$ cat config.mk
export PLATFORM = sky130hd
export DESIGN_NAME = led_matrix_driver_flat
export DESIGN_NICKNAME = d
export VERILOG_FILES = /design/src/rtl/led_matrix_driver_if.sv /design/src/rtl/led_matrix_driver.sv /design/src/flat_wrapper.sv
export SDC_FILE = /design/constraint.sdc
export NUM_CORES = 1
export LEC_CHECK = 0
export CAP_MARGIN = 20
export CELL_PAD_IN_SITES_DETAIL_PLACEMENT = 0
export CELL_PAD_IN_SITES_GLOBAL_PLACEMENT = 1
export CORE_ASPECT_RATIO = 0.9
export CORE_UTILIZATION = 48
export DETAILED_ROUTE_END_ITERATION = 8
export PLACE_DENSITY = 0.92
export SYNTH_ARGS = -nofsm -noshare
export SYNTH_HDL_FRONTEND = slang
export SYNTH_SLANG_ARGS = --single-unit
$ cat constraint.sdc
create_clock -name i_clk -period 7.1 [get_ports i_clk]
set_input_delay 1.065 -clock i_clk [delete_from_list [all_inputs] [get_ports i_clk]]
set_output_delay 1.065 -clock i_clk [all_outputs]
set_load 0.005 [all_outputs]
$ cat src/rtl/led_matrix_driver_if.sv
// -----------------------------------------------------------------------------
// led_matrix_driver_if
// Frame-load handshake between a frame producer and led_matrix_driver.
//   frame_in    [63:0] LED pattern, bit index = row*8 + col, 1 = LED on
//   frame_valid        producer offers frame_in this cycle
//   frame_ready        driver's pending buffer is empty
// A frame transfers on any cycle where frame_valid and frame_ready are both 1.
// Modports: master = frame producer, slave = led_matrix_driver.
// -----------------------------------------------------------------------------
interface led_matrix_driver_if;
  logic [63:0] frame_in;
  logic        frame_valid;
  logic        frame_ready;

  modport master (
    output frame_in,
    output frame_valid,
    input  frame_ready
  );

  modport slave (
    input  frame_in,
    input  frame_valid,
    output frame_ready
  );
endinterface

$ cat src/rtl/led_matrix_driver.sv
// -----------------------------------------------------------------------------
// led_matrix_driver
// Row-scanned 8x8 LED matrix driver with a double-buffered frame store.
// A new frame is written into a pending buffer and copied into the active
// (displayed) buffer only at a frame boundary, so a frame is never torn.
//
// Parameters:
//   ROW_DWELL     tick pulses each row is driven (0 behaves as 1)
// Build option:
//   LED_BLANK_EN  when defined, every row end passes through a one-tick BLANK
//                 state (all LEDs off) before the next row is driven
// Ports:
//   i_clk          system clock, rising edge
//   i_rst          asynchronous active-high reset
//   i_tick         one-cycle scan-rate enable
//   i_frm          frame-load handshake (slave side)
//   o_row   [7:0]  one-hot active-high row select (registered)
//   o_col_n [7:0]  active-low column drive for the selected row (registered)
//   o_row_idx[2:0] index of the row currently scanned (registered)
//   o_frame_done   one-cycle pulse when the row-7 dwell completes (registered)
// -----------------------------------------------------------------------------
module led_matrix_driver #(
  parameter int ROW_DWELL = 4
) (
  input  logic                      i_clk,
  input  logic                      i_rst,
  input  logic                      i_tick,
  led_matrix_driver_if.slave        i_frm,
  output logic [7:0]                o_row,
  output logic [7:0]                o_col_n,
  output logic [2:0]                o_row_idx,
  output logic                      o_frame_done
);

  localparam int DWELL_EFF = (ROW_DWELL < 1) ? 1 : ROW_DWELL;
  // Wide enough to hold DWELL_EFF itself, since the incremented count is
  // compared against it.
  localparam int DW = $clog2(DWELL_EFF + 1);

  typedef enum logic [1:0] {
    ST_IDLE  = 2'd0,
    ST_DRIVE = 2'd1,
    ST_BLANK = 2'd2
  } state_t;

  state_t        r_state;
  logic [2:0]    r_row_idx;
  logic [DW-1:0] r_dwell;
  logic [63:0]   r_active;
  logic [63:0]   r_pending;
  logic          r_pend_full;
  logic [7:0]    r_row;
  logic [7:0]    r_col_n;
  logic          r_frame_done;

  state_t        w_state_nxt;
  logic [2:0]    w_row_idx_nxt;
  logic [DW-1:0] w_dwell_nxt;
  logic [DW-1:0] w_dwell_inc;
  logic [63:0]   w_active_nxt;
  logic [63:0]   w_pending_nxt;
  logic          w_pend_full_nxt;
  logic          w_frame_done_nxt;
  logic          w_load;
  logic          w_accept;
  logic [7:0]    w_row_nxt;
  logic [7:0]    w_col_n_nxt;

  assign w_accept          = i_frm.frame_valid & ~r_pend_full;
  assign w_dwell_inc       = r_dwell + DW'(1);
  assign i_frm.frame_ready = ~r_pend_full;

  // Next-state logic: scan sequencing, dwell counting and frame-swap decision.
  always_comb begin
    w_state_nxt      = r_state;
    w_row_idx_nxt    = r_row_idx;
    w_dwell_nxt      = r_dwell;
    w_frame_done_nxt = 1'b0;
    w_load           = 1'b0;
    case (r_state)
      ST_IDLE: begin
        // Ticks are ignored here; only a pending frame starts the scan.
        if (r_pend_full) begin
          w_load        = 1'b1;
          w_row_idx_nxt = 3'd0;
          w_dwell_nxt   = {DW{1'b0}};
          w_state_nxt   = ST_DRIVE;
        end else begin
          w_state_nxt   = ST_IDLE;
        end
      end
      ST_DRIVE: begin
        if (i_tick) begin
          if (w_dwell_inc >= DW'(DWELL_EFF)) begin
            w_dwell_nxt = {DW{1'b0}};
            if (r_row_idx == 3'd7) begin
              // Frame boundary: the only place the active buffer may change.
              w_row_idx_nxt    = 3'd0;
              w_frame_done_nxt = 1'b1;
              w_load           = r_pend_full;
            end else begin
              w_row_idx_nxt    = r_row_idx + 3'd1;
            end
`ifdef LED_BLANK_EN
            w_state_nxt = ST_BLANK;
`else
            w_state_nxt = ST_DRIVE;
`endif
          end else begin
            w_dwell_nxt = w_dwell_inc;
          end
        end else begin
          w_dwell_nxt = r_dwell;
        end
      end
      ST_BLANK: begin
`ifdef LED_BLANK_EN
        // row_idx already points at the next row; hold it for one tick.
        if (i_tick) begin
          w_state_nxt = ST_DRIVE;
        end else begin
          w_state_nxt = ST_BLANK;
        end
`else
        w_state_nxt = ST_IDLE;
`endif
      end
      default: begin
        w_state_nxt = ST_IDLE;
      end
    endcase
  end

  // Buffer update: accept into pending, promote pending to active on load.
  always_comb begin
    w_pending_nxt   = r_pending;
    w_pend_full_nxt = r_pend_full;
    if (w_accept) begin
      w_pending_nxt   = i_frm.frame_in;
      w_pend_full_nxt = 1'b1;
    end else if (w_load) begin
      w_pend_full_nxt = 1'b0;
    end else begin
      w_pend_full_nxt = r_pend_full;
    end
    if (w_load) begin
      w_active_nxt = r_pending;
    end else begin
      w_active_nxt = r_active;
    end
  end

  // Output decode from next-state values so the registered drive pattern
  // changes on the same edge that samples the terminating tick.
  always_comb begin
    w_row_nxt   = 8'h00;
    w_col_n_nxt = 8'hFF;
    if (w_state_nxt == ST_DRIVE) begin
      w_row_nxt   = 8'd1 << w_row_idx_nxt;
      w_col_n_nxt = ~w_active_nxt[{w_row_idx_nxt, 3'b000} +: 8];
    end else begin
      w_row_nxt   = 8'h00;
      w_col_n_nxt = 8'hFF;
    end
  end

  // State, buffer and output registers.
  always_ff @(posedge i_clk or posedge i_rst) begin
    if (i_rst) begin
      r_state      <= ST_IDLE;
      r_row_idx    <= 3'd0;
      r_dwell      <= {DW{1'b0}};
      r_active     <= 64'd0;
      r_pending    <= 64'd0;
      r_pend_full  <= 1'b0;
      r_row        <= 8'h00;
      r_col_n      <= 8'hFF;
      r_frame_done <= 1'b0;
    end else begin
      r_state      <= w_state_nxt;
      r_row_idx    <= w_row_idx_nxt;
      r_dwell      <= w_dwell_nxt;
      r_active     <= w_active_nxt;
      r_pending    <= w_pending_nxt;
      r_pend_full  <= w_pend_full_nxt;
      r_row        <= w_row_nxt;
      r_col_n      <= w_col_n_nxt;
      r_frame_done <= w_frame_done_nxt;
    end
  end

  assign o_row        = r_row;
  assign o_col_n      = r_col_n;
  assign o_row_idx    = r_row_idx;
  assign o_frame_done = r_frame_done;

endmodule

$ cat src/flat_wrapper.sv
// flat-port wrapper written by rule: the top's interface ports become plain ports
module led_matrix_driver_flat 
#(
  parameter int ROW_DWELL = 4
)
  (i_clk, i_rst, i_tick, o_row, o_col_n, o_row_idx, o_frame_done, i_frm_frame_in, i_frm_frame_valid, i_frm_frame_ready);
  led_matrix_driver_if i_frm_i ();
  input  logic i_clk;
  input  logic i_rst;
  input  logic i_tick;
  output logic [7:0] o_row;
  output logic [7:0] o_col_n;
  output logic [2:0] o_row_idx;
  output logic o_frame_done;
  input wire logic [$bits(i_frm_i.frame_in)-1:0] i_frm_frame_in;
  input wire logic [$bits(i_frm_i.frame_valid)-1:0] i_frm_frame_valid;
  output wire logic [$bits(i_frm_i.frame_ready)-1:0] i_frm_frame_ready;
  assign i_frm_i.frame_in = i_frm_frame_in;
  assign i_frm_i.frame_valid = i_frm_frame_valid;
  assign i_frm_frame_ready = i_frm_i.frame_ready;
  led_matrix_driver #(.ROW_DWELL(ROW_DWELL)) u_core (.i_clk(i_clk), .i_rst(i_rst), .i_tick(i_tick), .i_frm(i_frm_i), .o_row(o_row), .o_col_n(o_col_n), .o_row_idx(o_row_idx), .o_frame_done(o_frame_done));
endmodule
### After elaboration in Yosys (flattened, before gate mapping)

Index checks and enable logic that the tools add are counted.

| storage, ports and cells | value |
|---|---|
| register bits after elaboration | 154 |
| input port bits | 68 |
| logic and storage cells | 53 |
| output and inout port bits | 21 |

| cells by class | value |
|---|---|
| add/subtract/negate cells | 2 |
| reductions and logical operators | 4 |
| magnitude comparators | 1 |
| muxes and demuxes | 27 |
| bitwise gates (word level) | 3 |
| shift-type cells | 2 |
| equal/unequal tests | 5 |

Operator list:

| cell | count |
|---|---|
| $mux 64 | 1 |
| $shiftx 64x7->8 | 1 |
| $mux 3 | 7 |
| $mux 8 | 2 |
| $pmux 3 s2 | 2 |
| $mux 1 | 11 |
| $not 8->8 | 1 |
| $shl 1x3->8 const A | 1 |
| $add 3x1->3 const B | 2 |
| $eq 2x1->1 const B | 2 |
| $mux 2 | 2 |
| $pmux 2 s2 | 1 |
| $reduce_bool 2->1 | 2 |
| $eq 3x3->1 const B | 1 |
| $ge 3x3->1 const B | 1 |
| $reduce_and 3->1 | 1 |
| $logic_not 2->1 | 1 |
| $ne 2x1->1 const B | 1 |
| $ne 2x2->1 const B | 1 |
| $pmux 1 s2 | 1 |
| $and 1x1->1 | 1 |
| $not 1->1 | 1 |

### Logic depth before layout (Yosys ltp)

| logic depth | value |
|---|---|
| word-level depth | 9 |
| gate-level depth with buffers | 11 |
| mapped depth without buffers | 9 |

### Least setup slack after synthesis

OpenSTA, ideal clock, no wires.

| timing | value |
|---|---|
| path kind | input port to flip-flop |
| from | input i_tick |
| to | register u_core.r_col_n[5], in the netlist u_core.o_col_n[5] |
| stages on the path | 7 |
| arrival | 2.877 ns |
| setup slack | 4.146 ns |
| path buffers | 2 |
| data required time | 7.023 ns |
| library setup time | 0.077 ns |
| cells stage by stage | buf_2 -> nand4b_1 -> o21ai_2 -> buf_4 -> mux4_1 -> or3_1 -> a31oi_1 |

| on the way | value |
|---|---|
| longest elaborated chain between the ends | 6 |
| elaborated cells on any way between the ends | 11 |
| classes of those cells | eq/ne: 1; shift: 1; mux: 8; bitwise: 1 |

RTL lines:

| what | RTL line | RTL |
|---|---|---|
| start, declared | flat_wrapper.sv:10 | `input logic i_tick;` |
| $mux 1 | led_matrix_driver.sv:93 | `if (i_tick) begin` |
| $pmux 1 s2 | led_matrix_driver.sv:80 | `case (r_state)` |
| $mux 64 | led_matrix_driver.sv:146 | `if (w_load) begin` |
| $shiftx 64x7->8 | led_matrix_driver.sv:160 | `w_col_n_nxt = ~w_active_nxt[{w_row_idx_nxt, 3'b000} +: 8];` |
| $not 8->8 | led_matrix_driver.sv:160 |  |
| $mux 8 * | led_matrix_driver.sv:158 | `if (w_state_nxt == ST_DRIVE) begin` |
| net u_core.w_col_n_nxt[5] | led_matrix_driver.sv:67 | `logic [7:0] w_col_n_nxt;` |
| end signal, assigned | led_matrix_driver.sv:187 | `r_col_n <= w_col_n_nxt;` |
| end, declared | led_matrix_driver.sv:53 | `logic [7:0] r_col_n;` |

Mark *: on every way through the listed nets, which the timed path passes. The rest lies on a longest branch.
A chain may end at the register's enable or synchronous reset.

### Worst setup path after layout

| timing | value |
|---|---|
| from | input i_tick |
| to | register u_core.r_col_n[0], in the netlist u_core.o_col_n[0] |

| on the way | value |
|---|---|
| longest elaborated chain between the ends | 6 |
| elaborated cells on any way between the ends | 11 |
| classes of those cells | eq/ne: 1; shift: 1; mux: 8; bitwise: 1 |

RTL lines:

| what | RTL line | RTL |
|---|---|---|
| $mux 1 | led_matrix_driver.sv:93 |  |
| $pmux 1 s2 | led_matrix_driver.sv:80 |  |
| $mux 64 | led_matrix_driver.sv:146 |  |
| net u_core.w_active_nxt[32] | led_matrix_driver.sv:60 | `logic [63:0] w_active_nxt;` |
| $shiftx 64x7->8 | led_matrix_driver.sv:160 |  |
| $not 8->8 | led_matrix_driver.sv:160 |  |
| $mux 8 | led_matrix_driver.sv:158 |  |
| net u_core.w_col_n_nxt[0] | led_matrix_driver.sv:67 |  |

The timed path passes the listed nets, and every way through them passes these cells.

==> impl_metrics.py <==
metrics = {
    "sta": {
        "slew_violations": 0,
        "rsz0062_at_grt": "no",
        "hold_violations": 0,
        "fmax_ghz": 0.247,
        "relSlewSlack_pct": 36.5,
        "worst_slew_pin_slew_ps": 948,
        "min_period_over_period_pct": 57.0,
        "setup_viol": 0,
        "finalCriticalPeriod_ps": 4040,
        "fin_skew_ps": 7.26,
        "tns_ps": 0,
        "timing.final.ws_setup_ps": 3060,
    },
    "logic_synthesis": {
        "syn_area_per_cell_um2": 12.0,
        "yosys.cell_types.count": 66,
        "ys_seq_area_share_pct": 56.8,
        "synthMuxAreaShare_pct": 16.4,
        "synth-edff-count": 0,
        "synthSimpleGateAreaFrac_pct": 11.3,
        "synth_compound_area_share_pct": 10.4,
        "syn_nets": 637,
        "ys.flop_type": "dfrtp_1",
        "syn_inst": 565,
        "yosys.area_share.adder_pct": 0.736,
        "syn_area_um2": 6800,
        "async_reset_ff_share_pct": 100,
        "yosysWarnings": 0,
        "synth_top_family_by_area": "multiplexers",
        "yosys_register_bits": 154,
        "synth_xor_area_share_pct": 0.368,
    },
    "clock_network": {
        "worstSkewPairLatency_ps": 430,
        "cts_tree": "done",
        "post-cts-setup-buffers": 0,
        "clock-sinks": 154,
        "htreeDepth": 4,
        "clk_pin_slew_worst_paths_ps": 60,
        "cts.path.max_buffers": 2,
        "postCtsResizedCells": 0,
        "ctsRootBufferMaster": "clkbuf_16",
        "postCtsHoldBufs": 0,
        "cts_buffers": 17,
    },
    "worst_setup_path": {
        "crit_path_end_kind": "flip-flop",
        "crit_path_start_kind": "input port",
        "crit_chain": "clkdlybuf4s50_1 > nand4b_1 > o21ai_4 > buf_4 > mux2_2 > o221a_2 > o21a_1 > a221oi_2",
        "arrival_ps": 4390,
        "cp_slowest_cell": "o21ai_4",
        "crit_path_max_incr_delay_ps": 850,
        "critical_path_class": "input port to flip-flop",
        "critPathMaxFanout": 31,
        "crit_required_ps": 7440,
    },
    "run": {
        "max_cap_violations": 0,
    },
    "final_layout": {
        "final_cells": 851,
        "fillerInstances": 1066,
        "fin_nets": 721,
        "fin_util_pct": 61.9,
        "diodes": 0,
        "area_growth_pct": 23.4,
        "drive_gt1_share_pct": 22.1,
    },
    "detailed_routing": {
        "drt_iter0_markers": 421,
        "vias": 4702,
        "routed_via_density": 5.53,
        "drt-wirelength-per-cell_um": 17.9,
        "drtPass1Iterations": 5,
        "drc": 0,
        "ant_nets": 0,
        "wl_um": 15200,
    },
    "power": {
        "p_leak_nw": 3.80,
        "power.density_nw_per_um2": 348,
        "total_power_w": 0.00292,
        "peakVddDrop_v": 0.000176,
    },
    "placement": {
        "gp_congestion": 0.855,
        "dp.cells": 819,
        "io_buffers": 88,
        "dp_worst_setup_slack_ps": 2670,
        "place_hpwl_um": 10400,
    },
    "global_routing": {
        "first_global_vias": 4784,
        "grt_pass1_wl_um": 24800,
        "grt_max_degree": 90,
        "antenna_found_initial": 0,
        "overflow": 0,
        "grtUsageTotal_pct": 22.6,
    },
    "floorplan": {
        "start_util_pct": 50.1,
        "die_h_um": 115,
        "fp.dieW_um": 127,
        "io_pins": 89,
        "dieArea_um2": 14700,
        "core.rowCount": 40,
        "coreArea_um2": 13600,
    },
    "min_path": {
        "hp-class": "flip-flop to flip-flop",
    },
    "outcome": {
        "run_status": "completed",
    },
}
## cell usage after synthesis (2+ instances only)
cell	instances	share of area (%)
dfrtp_1	146	54
nand2_1	114	6.3
mux2_2	75	12
inv_1	21	1.2
mux2i_1	20	2.9
and3_1	10	0.92
o21ai_0	10	0.74
a211oi_1	9	0.99
a21oi_1	8	0.59
a31oi_1	8	0.74
buf_2	8	0.59
clkbuf_1	8	0.44
dfstp_2	8	3.1
nor2_1	8	0.44
buf_6	7	1.2
and2_1	6	0.55
nand2b_1	6	0.55
o21a_1	6	0.66
o221a_2	6	0.99
o211ai_1	5	0.55
a2bb2oi_1	4	0.52
ha_1	4	0.74
nor3_1	4	0.29
a221oi_1	3	0.39
a221oi_2	3	0.66
buf_1	3	0.17
buf_4	3	0.33
nor2b_1	3	0.28
o221ai_1	3	0.39
or3_1	3	0.28
a22o_1	2	0.26
mux2_4	2	0.44
nand3_1	2	0.15
o2111ai_1	2	0.26
o21ai_1	2	0.15
o21ai_2	2	0.26
o31a_1	2	0.26
## cells by family (layout without fill, tap and decap cells)
logic type	count (synthesis)	after routing
fa+ha+maj	4	4
other cells	1	1
mux	99	99
buf+inv	51	148
simple gates	166	166
xor+xnor	2	2
compound gates	88	88
flops	154	154
## report_power, final
group / internal [W] / switching [W] / total [W]
registers: 0.00120 / 0.000165 / 0.00136
logic: 0.000340 / 0.000307 / 0.000648
clock network: 0.000562 / 0.000351 / 0.000913
total: 0.00210 / 0.000824 / 0.00292
## metrics by stage
step / area (um^2) / hold slack [ps]
after floorplan: 6800 / 426
after global placement: 7790 / 442
after detailed placement: 7800 / 448
after CTS: 8400 / 461
after global routing: 8400 / 482
final: 8400 / 463
## sequential cells by signal, indices dropped and copies added (netlist names)
name,cells
u_core.o_frame_done,1
u_core.o_row_idx,3
u_core.r_pending,64
u_core.o_col_n,8
u_core.r_active,64
u_core.r_pend_full,1
u_core.r_state,2
u_core.o_row,8
u_core.r_dwell,3
## worst max-delay path: cells and delay by family
| family | cells | cell delay (ps) |
|---|---|---|
| buffers and inverters | 2 | 1090 |
| muxes | 1 | 390 |
| AOI/OAI and AO/OA | 4 | 1460 |
| and+or+nand+nor | 1 | 370 |
## layer usage
layer	vias up	part of all wire, %	global-route usage [%]
li1	2163	-	-
met1	2367	45	30.0
met2	140	47	35.2
met3	32	5.0	5.68
met4	0	2.6	10.3
met5	-	0	0
## worst paths after layout
path | startpoint | endpoint | slack [ps] | cells after the start
worst max register to register | u_core.r_dwell[0] | u_core.o_col_n[5] | 3370 | 8
worst min register to register | u_core.r_active[6] | u_core.r_active[6] | 460 | 2
min in group asynchronous | i_rst | u_core.r_pending[21] | 1170 | 2
worst max-delay path | i_tick | u_core.o_col_n[0] | 3060 | 8
worst min-delay path | u_core.r_active[6] | u_core.r_active[6] | 460 | 2
max in group asynchronous | i_rst | u_core.r_pending[51] | 4610 | 3
## placed cells by master (no fill, tap or decap), types with 4 or more instances in the layout
cell type	instances
a211oi_1	9
a21oi_1	8
a2bb2oi_1	4
a31oi_1	8
and2_1	6
and3_1	10
buf_4	5
clkbuf_16	17
clkdlybuf4s50_1	88
dfrtp_1	146
dfstp_2	8
ha_1	4
inv_1	20
mux2_2	75
mux2i_1	20
nand2_1	114
nand2b_1	6
nor2_1	8
nor3_1	4
o211ai_1	5
o21a_1	6
o21ai_0	10
o221a_2	6
## area by class of cell
| cell class | count | area (um^2) | share of cell area [%] |
|---|---|---|---|
| Sequential cell | 154 | 3860 | 46.0 |
| Multi-Input combinational cell | 360 | 2690 | 32.0 |
| Timing Repair Buffer | 94 | 923 | 11.0 |
| Clock buffer | 21 | 450 | 5.37 |
| Tap cell | 189 | 236 | 2.82 |
| Clock inverter | 11 | 146 | 1.74 |
| Inverter | 22 | 90.1 | 1.07 |
(Power assumes the default switching activity.)
==> variant: new RTL, same flow settings <==
Encoding of `state_t`: now one-hot (3 bits for 3 states).
--- a/src/rtl/led_matrix_driver.sv
+++ b/src/rtl/led_matrix_driver.sv
@@ -38,8 +38,8 @@
   localparam int DW = $clog2(DWELL_EFF + 1);
 
-  typedef enum logic [1:0] {
-    ST_IDLE  = 2'd0,
-    ST_DRIVE = 2'd1,
-    ST_BLANK = 2'd2
+  typedef enum logic [2:0] {
+    ST_IDLE  = 3'b001,
+    ST_DRIVE = 3'b010,
+    ST_BLANK = 3'b100
   } state_t;
 
Formal check against the unedited RTL: same outputs for any inputs over 10 cycles, from zero or initial values and one cycle with i_rst high; not proved beyond that.
==> variant against the unedited design <==
Critical path type unchanged; utilization is 0.27 points higher; total power is 16% higher; non-clock buffer count stayed put; cell count is 2.6% lower; sequential cell count is 1 higher; setup slack better by 0.14 ns; count of clock-buffer cells in the layout is 5 higher; synthesized area is 1.1% lower; wire length is 1.8% lower; final area hardly changed.
==> variant: results (changes against the unedited design) <==
placement:
  placed_cells: 796  # was 819
  dp_hpwl_microns: 10300  # was 10400 microns
  pre_cts_slack_ns: 2.77  # was 2.67 ns
  place_area_sq_mm: 0.00775  # was 0.00780 sq mm
critical_path:
  ff2ff_path_depth: 9  # was 8
  cp_slowest_cell: "a31oi_4"  # was o21ai_4
  critPathTopFamily: "simple AND/OR/NAND/NOR gates"  # was compound AO/OA/AOI/OAI gates
  worst-path-max-fanout: 25  # was 31
  rrSetupSlack_ns: 3.70  # was 3.37 ns
  cpPeakStageDelay_ns: 0.71  # was 0.85 ns
detailed_routing:
  wl_met2_microns: 7050  # was 7210 microns
  routedWlPerCell_microns: 18.1  # was 17.9 microns
  drtIter0Drc: 347  # was 421
  via_per_inst: 5.48  # was 5.53
  wl_microns: 15000  # was 15200 microns
  dr_wl_met3_microns: 791  # was 767 microns
layout:
  nets: 720  # was 721
  drive_above_1_share_pct: 21.3  # was 22.1%
logic_synthesis:
  muxShareOfSynthArea_pct: 19.7  # was 16.4%
  synth_fa_ha_area_share_pct: 0.744  # was 0.736%
  ys_top_cells_by_area: "dfrtp_1 (54%), mux2_2 (14%), nand2_1 (6.5%)"  # was dfrtp_1 (54%), mux2_2 (12%), nand2_1 (6.3%)
  synth-compound-area-share_pct: 6.71  # was 10.4%
  ys_seq_area_share_pct: 57.8  # was 56.8%
  syn_nets: 636  # was 637
  synth-xor-area-share_pct: 0.242  # was 0.368%
  synth_commonest_cells: "dfrtp_1 (146), nand2_1 (117), mux2_2 (84)"  # was dfrtp_1 (146), nand2_1 (114), mux2_2 (75)
  avgSynthCellArea_sq_um: 11.9  # was 12.0 sq um
timing:
  setup_ws_ns: 3.19  # was 3.06 ns
  relSlewSlack_pct: 40.7  # was 36.5%
  hold_ws_ns: 0.469  # was 0.463 ns
status:
  status: "complete, no violations"  # unchanged
global_route:
  grt_max_degree: 82  # was 90
  use_met3_pct: 5.37  # was 5.68%
  first_global_vias: 4506  # was 4784
  grt_use_met1_pct: 31.7  # was 30.0%
  track_usage_pct: 22.5  # was 22.6%
min_path:
  min_to: "u_core.r_active[40]"  # was u_core.r_active[6]
  hp-start: "u_core.r_active[40]"  # was u_core.r_active[6]
pwr:
  ir_drop_mv: 0.200  # was 0.176 mV
  cellLeakagePower_nw: 3.76  # was 3.80 nW
## variant: cell count changes in the layout (fill, tap and decap cells not counted), moves of 5 or more
cell,unedited run,this run
o21a_1,6,0
o221a_2,6,0
mux2i_1,20,38
and3_1,10,3
inv_1,20,14
a31oi_1,8,3
a21oi_1,8,2
clkbuf_8,1,6
o21ai_0,10,19
nor2_1,8,23
mux2_2,75,84
## variant: power breakdown
group / switching (W) / internal (W)
Clock: 0.000341 / 0.000609
Sequential: 0.000255 / 0.00129
Combinational: 0.000433 / 0.000465
Total: 0.00103 / 0.00236
## variant: cell type report
type	count	area [sq um]	share of cell area [%]
Clock buffer	26	519	6.18
Clock inverter	6	108	1.28
Inverter	16	67.6	0.804
Multi-Input combinational cell	364	2660	31.7
Sequential cell	155	3890	46.3
Tap cell	168	210	2.50
Timing Repair Buffer	94	946	11.3
## variant: logic make-up after synthesis
family,count (synthesis)
flops,155
fa+ha+maj,4
buf+inv,45
simple gates,175
xor+xnor,1
compound gates,61
mux,122
other cells,1
